$ cat config.mk
export PLATFORM = sky130hd
export DESIGN_NAME = uart_tx_arbiter_flat
export DESIGN_NICKNAME = d
export VERILOG_FILES = /design/src/rtl/uart_tx_arbiter_if.sv /design/src/rtl/uart_tx_arbiter.sv /design/src/flat_wrapper.sv
export SDC_FILE = /design/constraint.sdc
export NUM_CORES = 1
export LEC_CHECK = 0
export CAP_MARGIN = 30
export CORE_ASPECT_RATIO = 1.75
export CORE_MARGIN = 2
export CORE_UTILIZATION = 31
export CTS_CLUSTER_DIAMETER = 120
export DETAILED_ROUTE_END_ITERATION = 8
export HOLD_SLACK_MARGIN = 0.02
export MAX_ROUTING_LAYER = met4
export PLACE_DENSITY = 0.63
export SLEW_MARGIN = 20
export SYNTH_ARGS = -nofsm -noshare
export SYNTH_HDL_FRONTEND = slang
export SYNTH_SLANG_ARGS = --single-unit
$ cat constraint.sdc
create_clock -name clk -period 2.74 [get_ports clk]
set_input_delay 0.548 -clock clk [delete_from_list [all_inputs] [get_ports clk]]
set_output_delay 0.548 -clock clk [all_outputs]
set_load 0.05 [all_outputs]
$ cat src/rtl/uart_tx_arbiter_if.sv
// Bundle between the round-robin UART arbiter, its requesters and the shared
// 8N1 transmitter. Signal suffixes are from the arbiter's point of view.
interface uart_tx_arbiter_if #(
  parameter int N_REQ      = 4,
  parameter int WORD_BYTES = 4,
  parameter int DBIT       = 8,
  parameter int GID_W      = $clog2(N_REQ)
);

  logic [N_REQ-1:0]                  req_i;
  logic [N_REQ*WORD_BYTES*DBIT-1:0]  data_i;
  logic [N_REQ-1:0]                  ack_o;
  logic                              busy_o;
  logic [GID_W-1:0]                  grant_id_o;
  logic                              tx_start_o;
  logic [DBIT-1:0]                   tx_din_o;
  logic                              tx_done_i;

  // Arbiter side
  modport master (
    input  req_i,
    input  data_i,
    input  tx_done_i,
    output ack_o,
    output busy_o,
    output grant_id_o,
    output tx_start_o,
    output tx_din_o
  );

  // Requesters plus transmitter side
  modport slave (
    output req_i,
    output data_i,
    output tx_done_i,
    input  ack_o,
    input  busy_o,
    input  grant_id_o,
    input  tx_start_o,
    input  tx_din_o
  );

endinterface

$ cat src/rtl/uart_tx_arbiter.sv
// Round-robin scheduler sharing one UART transmitter among N_REQ requesters.
// Each grant latches one WORD_BYTES-byte word and sends it LSB first, one
// tx_start/tx_done handshake per byte, then pulses the requester's ack.
module uart_tx_arbiter #(
  parameter int N_REQ      = 4,
  parameter int WORD_BYTES = 4,
  parameter int DBIT       = 8,
  parameter int GID_W      = $clog2(N_REQ)
) (
  input  logic              clk,
  input  logic              reset,
  uart_tx_arbiter_if.master bus
);

  localparam int SHIFT_W = WORD_BYTES * DBIT;
  localparam int BCNT_W  = (WORD_BYTES > 1) ? $clog2(WORD_BYTES) : 1;
  localparam logic [BCNT_W-1:0] LAST_BYTE = BCNT_W'(WORD_BYTES - 1);
  localparam logic [GID_W-1:0]  LAST_REQ  = GID_W'(N_REQ - 1);

  typedef enum logic [1:0] {
    IDLE = 2'd0,
    SEND = 2'd1,
    WAIT = 2'd2,
    DONE = 2'd3
  } state_e;

  state_e              state_q, state_d;
  logic [GID_W-1:0]    rrPtr_q, rrPtr_d;
  logic [GID_W-1:0]    grantId_q, grantId_d;
  logic [BCNT_W-1:0]   byteCnt_q, byteCnt_d;
  logic [SHIFT_W-1:0]  shift_q, shift_d;

  logic [GID_W-1:0]    winner;
  logic                anyReq;
  logic [N_REQ-1:0]    ackVec;
  logic                txStart;
  logic [DBIT-1:0]     txDin;

  // Pick the first active requester at or after rrPtr, wrapping around
  always_comb begin
    int idx;
    logic [GID_W-1:0] idxSel;
    winner = rrPtr_q;
    anyReq = |bus.req_i;
    idx    = 0;
    idxSel = '0;
    for (int k = N_REQ - 1; k >= 0; k--) begin
      idx = int'(rrPtr_q) + k;
      if (idx >= N_REQ) begin
        idx = idx - N_REQ;
      end
      idxSel = GID_W'(idx);
      if (bus.req_i[idxSel]) begin
        winner = idxSel;
      end
    end
  end

  // State and datapath registers
  always_ff @(posedge clk) begin
    if (reset) begin
      state_q   <= IDLE;
      rrPtr_q   <= '0;
      grantId_q <= '0;
      byteCnt_q <= '0;
      shift_q   <= '0;
    end else begin
      state_q   <= state_d;
      rrPtr_q   <= rrPtr_d;
      grantId_q <= grantId_d;
      byteCnt_q <= byteCnt_d;
      shift_q   <= shift_d;
    end
  end

  // Next-state logic and handshake outputs
  always_comb begin
    state_d   = state_q;
    rrPtr_d   = rrPtr_q;
    grantId_d = grantId_q;
    byteCnt_d = byteCnt_q;
    shift_d   = shift_q;
    ackVec    = '0;
    txStart   = 1'b0;
    txDin     = '0;
    case (state_q)
      IDLE: begin
        if (anyReq) begin
          grantId_d = winner;
          shift_d   = bus.data_i[winner * SHIFT_W +: SHIFT_W];
          byteCnt_d = '0;
          state_d   = SEND;
        end
      end
      SEND: begin
        txStart = 1'b1;
        txDin   = shift_q[DBIT-1:0];
        state_d = WAIT;
      end
      WAIT: begin
        if (bus.tx_done_i) begin
          if (byteCnt_q == LAST_BYTE) begin
            state_d = DONE;
          end else begin
            shift_d   = shift_q >> DBIT;
            byteCnt_d = byteCnt_q + BCNT_W'(1);
            state_d   = SEND;
          end
        end
      end
      DONE: begin
        ackVec[grantId_q] = 1'b1;
        rrPtr_d = (grantId_q == LAST_REQ) ? '0 : grantId_q + GID_W'(1);
        state_d = IDLE;
      end
      default: begin
        state_d = IDLE;
      end
    endcase
  end

  assign bus.ack_o      = ackVec;
  assign bus.busy_o     = (state_q != IDLE);
  assign bus.grant_id_o = grantId_q;
  assign bus.tx_start_o = txStart;
  assign bus.tx_din_o   = txDin;

endmodule

$ cat src/flat_wrapper.sv
// flat-port wrapper written by rule: the top's interface ports become plain ports
module uart_tx_arbiter_flat 
#(
  parameter int N_REQ      = 4,
  parameter int WORD_BYTES = 4,
  parameter int DBIT       = 8,
  parameter int GID_W      = $clog2(N_REQ)
)
  (clk, reset, bus_req_i, bus_data_i, bus_tx_done_i, bus_ack_o, bus_busy_o, bus_grant_id_o, bus_tx_start_o, bus_tx_din_o);
  uart_tx_arbiter_if #(.N_REQ(N_REQ), .WORD_BYTES(WORD_BYTES), .DBIT(DBIT), .GID_W(GID_W)) bus_i ();
  input  logic clk;
  input  logic reset;
  input wire logic [$bits(bus_i.req_i)-1:0] bus_req_i;
  input wire logic [$bits(bus_i.data_i)-1:0] bus_data_i;
  input wire logic [$bits(bus_i.tx_done_i)-1:0] bus_tx_done_i;
  output wire logic [$bits(bus_i.ack_o)-1:0] bus_ack_o;
  output wire logic [$bits(bus_i.busy_o)-1:0] bus_busy_o;
  output wire logic [$bits(bus_i.grant_id_o)-1:0] bus_grant_id_o;
  output wire logic [$bits(bus_i.tx_start_o)-1:0] bus_tx_start_o;
  output wire logic [$bits(bus_i.tx_din_o)-1:0] bus_tx_din_o;
  assign bus_i.req_i = bus_req_i;
  assign bus_i.data_i = bus_data_i;
  assign bus_i.tx_done_i = bus_tx_done_i;
  assign bus_ack_o = bus_i.ack_o;
  assign bus_busy_o = bus_i.busy_o;
  assign bus_grant_id_o = bus_i.grant_id_o;
  assign bus_tx_start_o = bus_i.tx_start_o;
  assign bus_tx_din_o = bus_i.tx_din_o;
  uart_tx_arbiter #(.N_REQ(N_REQ), .WORD_BYTES(WORD_BYTES), .DBIT(DBIT), .GID_W(GID_W)) u_core (.clk(clk), .reset(reset), .bus(bus_i));
endmodule
==> results of run 1 <==
==> per-layer routing <==
layer  routed length (um)  GRT usage
met5                    0          -
met4                  373     0.0866
met3                  520     0.0228
met2                 6490      0.394
met1                 4120      0.212
==> logic make-up after synthesis <==
| logic type | after synthesis | share of synthesized area |
|---|---|---|
| mux | 44 | 0.139 |
| compound gates | 98 | 0.252 |
| flops | 40 | 0.252 |
| fa+ha+maj | 5 | 0.0197 |
| buf+inv | 57 | 0.0831 |
| simple gates | 150 | 0.254 |
==> placed cells by master, fill, tap and decap left out, types with 5 or more instances in the layout <==
cell type        Yosys  final
clkdlybuf4s50_1      0    136
buf_4                0     49
mux2i_1             44     44
dfxtp_1             40     40
nand2_1             31     31
nor2_1              21     21
nor4_1              20     20
o2111ai_1           18     18
inv_1               17     17
nor3_1              17     17
nor2b_1             14     14
and3_1              12     12
o221ai_1            12     12
nand3_1             12     12
a32oi_1             11     11
o31ai_1             11     10
and2_1               9      9
o311a_1              9      9
a211oi_1             9      9
a21oi_1              9      8
a31oi_1              5      5
ha_1                 5      5
clkbuf_16            0      5
buf_12               0      5
==> flip-flops by register name (all words and copies together) (netlist names) <==
name	flops
u_core.bus.grant_id_o	2
u_core.rrPtr_q	2
u_core.shift_q	32
u_core.state_q	2
u_core.byteCnt_q	2
==> area by class of cell <==
cell class	count	area share
Multi-Input combinational cell	297	0.419
Clock buffer	5	0.0243
Tap cell	125	0.0304
Sequential cell	40	0.155
Clock inverter	3	0.00364
Inverter	17	0.0124
Timing Repair Buffer	190	0.355
==> path summary, 6_finish.rpt <==
kind / endpoint / cells past startpoint
max: u_core.shift_q[21]$_SDFFE_PP0P_ / 6
min: u_core.shift_q[27]$_SDFFE_PP0P_ / 2
max reg2reg: u_core.shift_q[21]$_SDFFE_PP0P_ / 5
min reg2reg: u_core.shift_q[27]$_SDFFE_PP0P_ / 2
==> metrics by stage <==
| step | setup TNS [ps] | utilization | cells | hold slack [ps] |
|---|---|---|---|---|
| global placement | 0 | 0.505 | 668 | 442 |
| finish | 0 | 0.520 | 677 | 453 |
| floorplan | 0 | - | 394 | 424 |
| CTS | 0 | 0.520 | 677 | 460 |
| detailed placement | -74.5 | 0.505 | 669 | 446 |
| global route | 0 | 0.520 | 677 | 491 |
==> report_power, final <==
| part | switching, uW | internal [uW] |
|---|---|---|
| clock network | 239 | 335 |
| registers | 51.3 | 660 |
| logic | 366 | 421 |
==> worst max-delay path, cell delays in order <==
cell and delay [ps]:
clkdlybuf4s50_1 470, and3b_1 160, or4_1 640, o211a_1 410, nor4_1 360, a211oi_1 70
==> results_dict.tcl, run 1 <==
set metrics [dict create \
    critPathCaptureType "flip-flop" \
    period_needed_ps 2510 \
    ys_seq_area_frac 0.252 \
    antenna_found_initial 0 \
    maxCapViolCount 0 \
    async_reset_ff_frac 0 \
    synth.area.top_cells "dfxtp_1, mux2i_1, o2111ai_1, nor4_1, nand2_1" \
    routed_wl_um 11500 \
    vias 3693 \
    grt_pass1_vias 3705 \
    fin_ws_ps 233 \
    syn_avg_cell_area_um2 8.06 \
    syn-cell-area_mm2 0.00318 \
    crit_start "bus_req_i[3]" \
    synth_top_area_share 0.252 \
    coreArea_mm2 0.00991 \
    hp-class "reg -> reg" \
    cts_tree "done" \
    syn_inst 394 \
    rsz0062_at_grt "false" \
    fin_crit_sh 0.915 \
    grt_max_degree 23 \
    synth_cell_types 47 \
    ctsHoldBuffers 0 \
    cp_max_fo 9 \
    nets 691 \
    dp_hpwl_um 9210 \
    p_leak_uw 0.00201 \
    diodes 0 \
    cts_root_buf "clkbuf_16" \
    drt_iter0_markers 131 \
    die_area_mm2 0.0111 \
    required_ps 2900 \
    io_pins 151 \
    placed_cell_area_mm2 0.00501 \
    cts_setup_buffers 0 \
    clk_latency_ps 290 \
    globalRouteOverflowTotal 0 \
    criticalPathCategory "in -> reg" \
    drc_errors 0 \
    max_freq_mhz 399 \
    multi_input_area_mm2 0.00216 \
    cts.htree.levels 2 \
    setup_viol 0 \
    synth_top_area_cell "dfxtp_1" \
    numCtsBuffers 5 \
    final_cell_area_mm2 0.00515 \
    tightest_slew_ps 567 \
    die_w_um 80.5 \
    reg2reg_slack_ps 530 \
    relSlewSlack 0.621 \
    clock_sinks 40 \
    pwr_density_cell_mw_per_mm2 402 \
    cts_resized 0 \
    critPathLaunchType "input port" \
    drt-wirelength-per-cell_um 17.0 \
    vias_per_cell 5.45 \
    pre_cts_ws_ps -17.6 \
    seqCellArea_um2 801 \
    fillers 979 \
    syn2layout_area_growth_pct 62.2 \
    grt_usage 0.208 \
    fin_worst_skew_ps 6.26 \
    synthMostInstantiatedCell "mux2i_1" \
    synth_warnings 0 \
    final_hold_viol_count 0 \
    routabilityCongestion 0.885 \
    drive_gt1_frac 0.138 \
    ant_nets 0 \
    syn_nets 534 \
    ir_drop_mv 0.229 \
    clk_pin_slew_worst_paths_ps 60 \
    critPathArrivalTime_ps 2670 \
    synth_edf_count 0 \
    worstHoldStart "u_core.shift_q[27]$_SDFFE_PP0P_" \
    synth_seq_cells 40 \
    rows 48 \
    finalPower_uw 2070 \
    clk_path_buf_depth 2 \
    initial_core_util 0.321 \
    io_buffer_count 150 \
    status "complete, no violations" \
    dr.pass1.iters 5 \
    slew_viol_final 0 \
    dieHeight_um 138 \
    synth_ff_type "dfxtp_1" \
    rr_startpoint "u_core.rrPtr_q[1]$_SDFFE_PP0P_" \
    synth_common_cells "mux2i_1, dfxtp_1, nand2_1" \
    grt_pass1_wl_um 17600 \
]
(Power assumes the default switching activity.)
==> run 2: changes to the inputs <==
--- a/config.mk
+++ b/config.mk
@@ -5,7 +5,7 @@
 export SDC_FILE = /design/constraint.sdc
 export NUM_CORES = 1
 export LEC_CHECK = 0
-export CAP_MARGIN = 30
+export CAP_MARGIN = 20
 export CORE_ASPECT_RATIO = 1.75
 export CORE_MARGIN = 2
 export CORE_UTILIZATION = 31
==> results_dict.tcl, run 2 (synthesis results as in run 1) <==
set metrics [dict create \
    ctsHoldBuffers 0 \
    top_register "u_core.shift_q" \
    globalRouteOverflowTotal 0 \
    io_pins 151 \
    period_needed_ps 2490 \
    cts_root_buf "clkbuf_16" \
    routed_wl_um 11500 \
    die_w_um 80.5 \
    seqCellArea_um2 801 \
    drc_errors 0 \
    dieHeight_um 138 \
    fin_ws_ps 252 \
    final_cell_mix "clkdlybuf4s50_1, buf_4, mux2i_1" \
    criticalPathCategory "in -> reg" \
    initial_core_util 0.321 \
    max_freq_mhz 402 \
    cts_resized 0 \
    die_area_mm2 0.0111 \
    grt_pass1_vias 3710 \
    critPathArrivalTime_ps 2660 \
    rows 48 \
    ir_drop_mv 0.297 \
    routabilityCongestion 0.885 \
    fillers 952 \
    cts_setup_buffers 0 \
    pre_cts_ws_ps -22.2 \
    grt_usage 0.212 \
    rsz0062_at_grt "false" \
    rr_startpoint "u_core.rrPtr_q[1]$_SDFFE_PP0P_" \
    cp_max_fo 9 \
    ant_nets 0 \
    coreArea_mm2 0.00991 \
    setup_viol 0 \
    pwr_density_cell_mw_per_mm2 423 \
    final_cell_area_mm2 0.00517 \
    antenna_found_initial 0 \
    diodes 0 \
    largest_register_ffs 32 \
    multi_input_area_mm2 0.00216 \
    slew_viol_final 0 \
    cts.htree.levels 2 \
    io_buffer_count 150 \
    syn2layout_area_growth_pct 62.8 \
    holdWs_ps 456 \
    placed_cell_area_mm2 0.00500 \
    clk_latency_ps 290 \
    tightest_slew_ps 1040 \
    vias_per_cell 5.49 \
    fin_crit_sh 0.908 \
    numCtsBuffers 5 \
    clk_path_buf_depth 2 \
    grt_max_degree 23 \
    dp_hpwl_um 9150 \
    fin_worst_skew_ps 3.76 \
    dr.pass1.iters 4 \
    vias 3713 \
    hp-class "reg -> reg" \
    required_ps 2910 \
    relSlewSlack 0.301 \
    drt-wirelength-per-cell_um 17.1 \
    p_leak_uw 0.00202 \
    worstHoldStart "u_core.shift_q[27]$_SDFFE_PP0P_" \
    drive_gt1_frac 0.136 \
    critPathCaptureType "flip-flop" \
    clk_pin_slew_worst_paths_ps 60 \
    cts_tree "done" \
    critPathLaunchType "input port" \
    layout_commonest_cell "clkdlybuf4s50_1" \
    nets 690 \
    final_hold_viol_count 0 \
    maxCapViolCount 0 \
    drt_iter0_markers 86 \
    crit_start "bus_req_i[3]" \
    clock_sinks 40 \
    status "complete, no violations" \
    grt_pass1_wl_um 17700 \
]
-- run 2: per-layer routing --
| layer | GRT usage | routed length [um] | share of wire | vias up |
|---|---|---|---|---|
| met5 | - | 0 | 0 | - |
| met1 | 0.211 | 4120 | 0.36 | 1734 |
| met3 | 0.0273 | 484 | 0.042 | 33 |
| met4 | 0.0951 | 421 | 0.037 | 0 |
| li1 | - | - | - | 1828 |
| met2 | 0.401 | 6510 | 0.56 | 118 |
-- run 2: final timing paths --
kind	end	slack [ps]	depth (start not counted)
min reg2reg	u_core.shift_q[27]$_SDFFE_PP0P_	460	2
max reg2reg	u_core.shift_q[21]$_SDFFE_PP0P_	550	5
min	u_core.shift_q[27]$_SDFFE_PP0P_	460	2
max	u_core.shift_q[21]$_SDFFE_PP0P_	250	6
-- run 2: stage by stage --
| step | TNS [ps] | instances | utilization | power (uW) |
|---|---|---|---|---|
| after floorplan | 0 | 394 | - | 1120 |
| after global placement | 0 | 668 | 0.505 | 1500 |
| after detailed placement | -67.1 | 668 | 0.505 | 1510 |
| after CTS | 0 | 676 | 0.522 | 2210 |
| after global routing | 0 | 676 | 0.522 | 2300 |
| final | 0 | 676 | 0.522 | 2190 |
-- run 2: area by class of cell --
cell class                 instances  area share
tap                              125      0.0302
inverter                          17      0.0123
timing repair buffer             189       0.352
clock inverter                     3     0.00895
multi-input combinational        297       0.417
sequential                        40       0.155
clock buffer                       5      0.0242
-- run 2: power breakdown --
| part | internal, uW | switching, uW |
|---|---|---|
| sequential | 660 | 51.2 |
| combinational | 420 | 367 |
| clock | 433 | 257 |
| total | 1510 | 675 |
-- run 2: worst max-delay path, stage by stage --
cell and delay (ps):
clkdlybuf4s50_1 470, and3b_1 170, or4_1 640, o211a_1 400, nor4_1 360, a211oi_1 70
==> run 3: changes to the inputs <==
--- a/config.mk
+++ b/config.mk
@@ -8,12 +8,13 @@
 export CAP_MARGIN = 20
 export CORE_ASPECT_RATIO = 1.75
 export CORE_MARGIN = 2
-export CORE_UTILIZATION = 31
+export CORE_UTILIZATION = 45
 export CTS_CLUSTER_DIAMETER = 120
+export CTS_CLUSTER_SIZE = 16
 export DETAILED_ROUTE_END_ITERATION = 8
 export HOLD_SLACK_MARGIN = 0.02
 export MAX_ROUTING_LAYER = met4
-export PLACE_DENSITY = 0.63
+export PLACE_DENSITY = 0.86
 export SLEW_MARGIN = 20
 export SYNTH_ARGS = -nofsm -noshare
 export SYNTH_HDL_FRONTEND = slang
==> constraint.sdc (replaced) <==
create_clock -name clk -period 2.95 [get_ports clk]
set_input_delay 0.59 -clock clk [delete_from_list [all_inputs] [get_ports clk]]
set_output_delay 0.59 -clock clk [all_outputs]
set_load 0.05 [all_outputs]
==> results_dict.tcl, run 3 (synthesis results as in run 1) <==
set metrics [dict create \
    final_hold_viol_count 0 \
    fin_crit_sh 0.948 \
    vias 3809 \
    finalPower_uw 2030 \
    drt-wirelength-per-cell_um 19.3 \
    dr.pass1.iters 5 \
    rsz0062_at_grt "false" \
    reg2regPathDepth 6 \
    min_to "u_core.shift_q[27]$_SDFFE_PP0P_" \
    reg2reg_slack_ps 520 \
    critPathArrivalTime_ps 2210 \
    status "complete, no violations" \
    hp-class "reg -> reg" \
    fin_worst_skew_ps 8.15 \
    grt_usage 0.317 \
    diodes 0 \
    initial_core_util 0.463 \
    coreArea_mm2 0.00686 \
    period_needed_ps 2800 \
    ant_nets 0 \
    cp_max_fo 13 \
    setup_viol 0 \
    nets 680 \
    routed_wl_um 12000 \
    top_layer "met4" \
    routabilityCongestion 0.929 \
    vias_per_cell 6.09 \
    worstHoldPathCells 2 \
    rows 40 \
    cp_num_buf_inv 2 \
    critPathLaunchType "flip-flop" \
    wl_met3_um 590 \
    drive_gt1_frac 0.0961 \
    antenna_found_initial 0 \
    cp.depth 3 \
    met2_length_um 6750 \
    relSlewSlack 0.286 \
    numCtsBuffers 5 \
    final_cell_mix "clkdlybuf4s50_1, mux2i_1, dfxtp_1" \
    ir_drop_mv 0.397 \
    worstHoldStart "u_core.shift_q[27]$_SDFFE_PP0P_" \
    criticalPathCategory "reg -> out" \
    clk_path_buf_depth 2 \
    cts_root_buf "clkbuf_16" \
    critPathCaptureType "output pin" \
    rr_startpoint "u_core.state_q[0]$_SDFFE_PP0P_" \
    max_freq_mhz 358 \
    critical-path-max-stage-delay_ps 860 \
    clk_latency_ps 290 \
    globalRouteOverflowTotal 0 \
    cts_resized 0 \
    grt_pass1_vias 3929 \
    required_ps 2360 \
    ctsHoldBuffers 0 \
    io_pins 151 \
    cts_tree "done" \
    worstPathCellList "inv_1 > nor2_1 > clkdlybuf4s50_1" \
    cts_setup_buffers 0 \
    cts.htree.levels 2 \
    maxCapViolCount 0 \
    grt_max_degree 32 \
    setup_tns_ps 0 \
    pwr_density_cell_mw_per_mm2 403 \
    largest_register_ffs 32 \
    holdWs_ps 471 \
    drt_iter0_markers 278 \
    top_register "u_core.shift_q" \
    slew_viol_final 0 \
    dieHeight_um 115 \
    dp_hpwl_um 9370 \
    met1Wirelength_um 4070 \
    p_leak_uw 0.00194 \
    reg2reg_to "u_core.shift_q[7]$_SDFFE_PP0P_" \
    die_area_mm2 0.00777 \
    grt_pass1_wl_um 18200 \
    tightest_slew_ps 1070 \
    layout_commonest_cell "clkdlybuf4s50_1" \
    syn2layout_area_growth_pct 58.4 \
    drc_errors 0 \
    die_w_um 67.5 \
    clk_pin_slew_worst_paths_ps 60 \
    cp_slowest_cell "clkdlybuf4s50_1" \
    io_buffer_count 150 \
    clock_sinks 40 \
    cp_top_family "buffers and inverters" \
]
## run 3: per-layer routing
metal	vias to the layer above	global-route usage
li1	1814	-
met1	1778	0.297
met2	158	0.582
met3	59	0.0440
met4	0	0.189
met5	-	-
## run 3: worst max-delay path by stage
stage                                         from                               to  slack [ps]
floorplan                             bus_req_i[3]  u_core.shift_q[19]$_SDFFE_PP0P_         700
global placement                      bus_req_i[3]  u_core.shift_q[19]$_SDFFE_PP0P_          -8
detailed placement                    bus_req_i[3]  u_core.shift_q[26]$_SDFFE_PP0P_         -20
CTS                 u_core.state_q[0]$_SDFFE_PP0P_                   bus_tx_start_o         210
global route        u_core.state_q[0]$_SDFFE_PP0P_                   bus_tx_start_o          90
finish              u_core.state_q[0]$_SDFFE_PP0P_                   bus_tx_start_o         150
## run 3: worst min-delay path, delay by kind of cell (launching register included)
family           cells  cell delay, ps
AND/OR/NAND/NOR      1              50
flip-flops           1             330
AO/OA/AOI/OAI        1              60
## run 3: metrics by stage
stage | setup slack [ps] | area [um^2] | util | cells
3_5_place_dp | -15.6 | 4860 | 0.708 | 617
3_3_place_gp | -8.29 | 4860 | 0.708 | 617
4_1_cts | 208 | 5030 | 0.734 | 625
2_1_floorplan | 705 | 3180 | - | 394
6_report | 154 | 5030 | 0.734 | 625
5_1_grt | 89.2 | 5030 | 0.734 | 625
## run 3: layout make-up
type / instances / area, um^2
Timing Repair Buffer: 179 / 1740
Inverter: 17 / 63.8
Clock inverter: 2 / 38.8
Sequential cell: 40 / 801
Tap cell: 84 / 105
Clock buffer: 6 / 139
Fill cell: 538 / 1820
Multi-Input combinational cell: 297 / 2150
## run 3: where the power goes
part           switching (uW)  leakage [uW]  internal [uW]  total, uW
logic                     340       0.00152            371        711
registers                54.5      0.000330            613        668
clock network             228     0.0000871            424        652
total                     623       0.00194           1410       2030
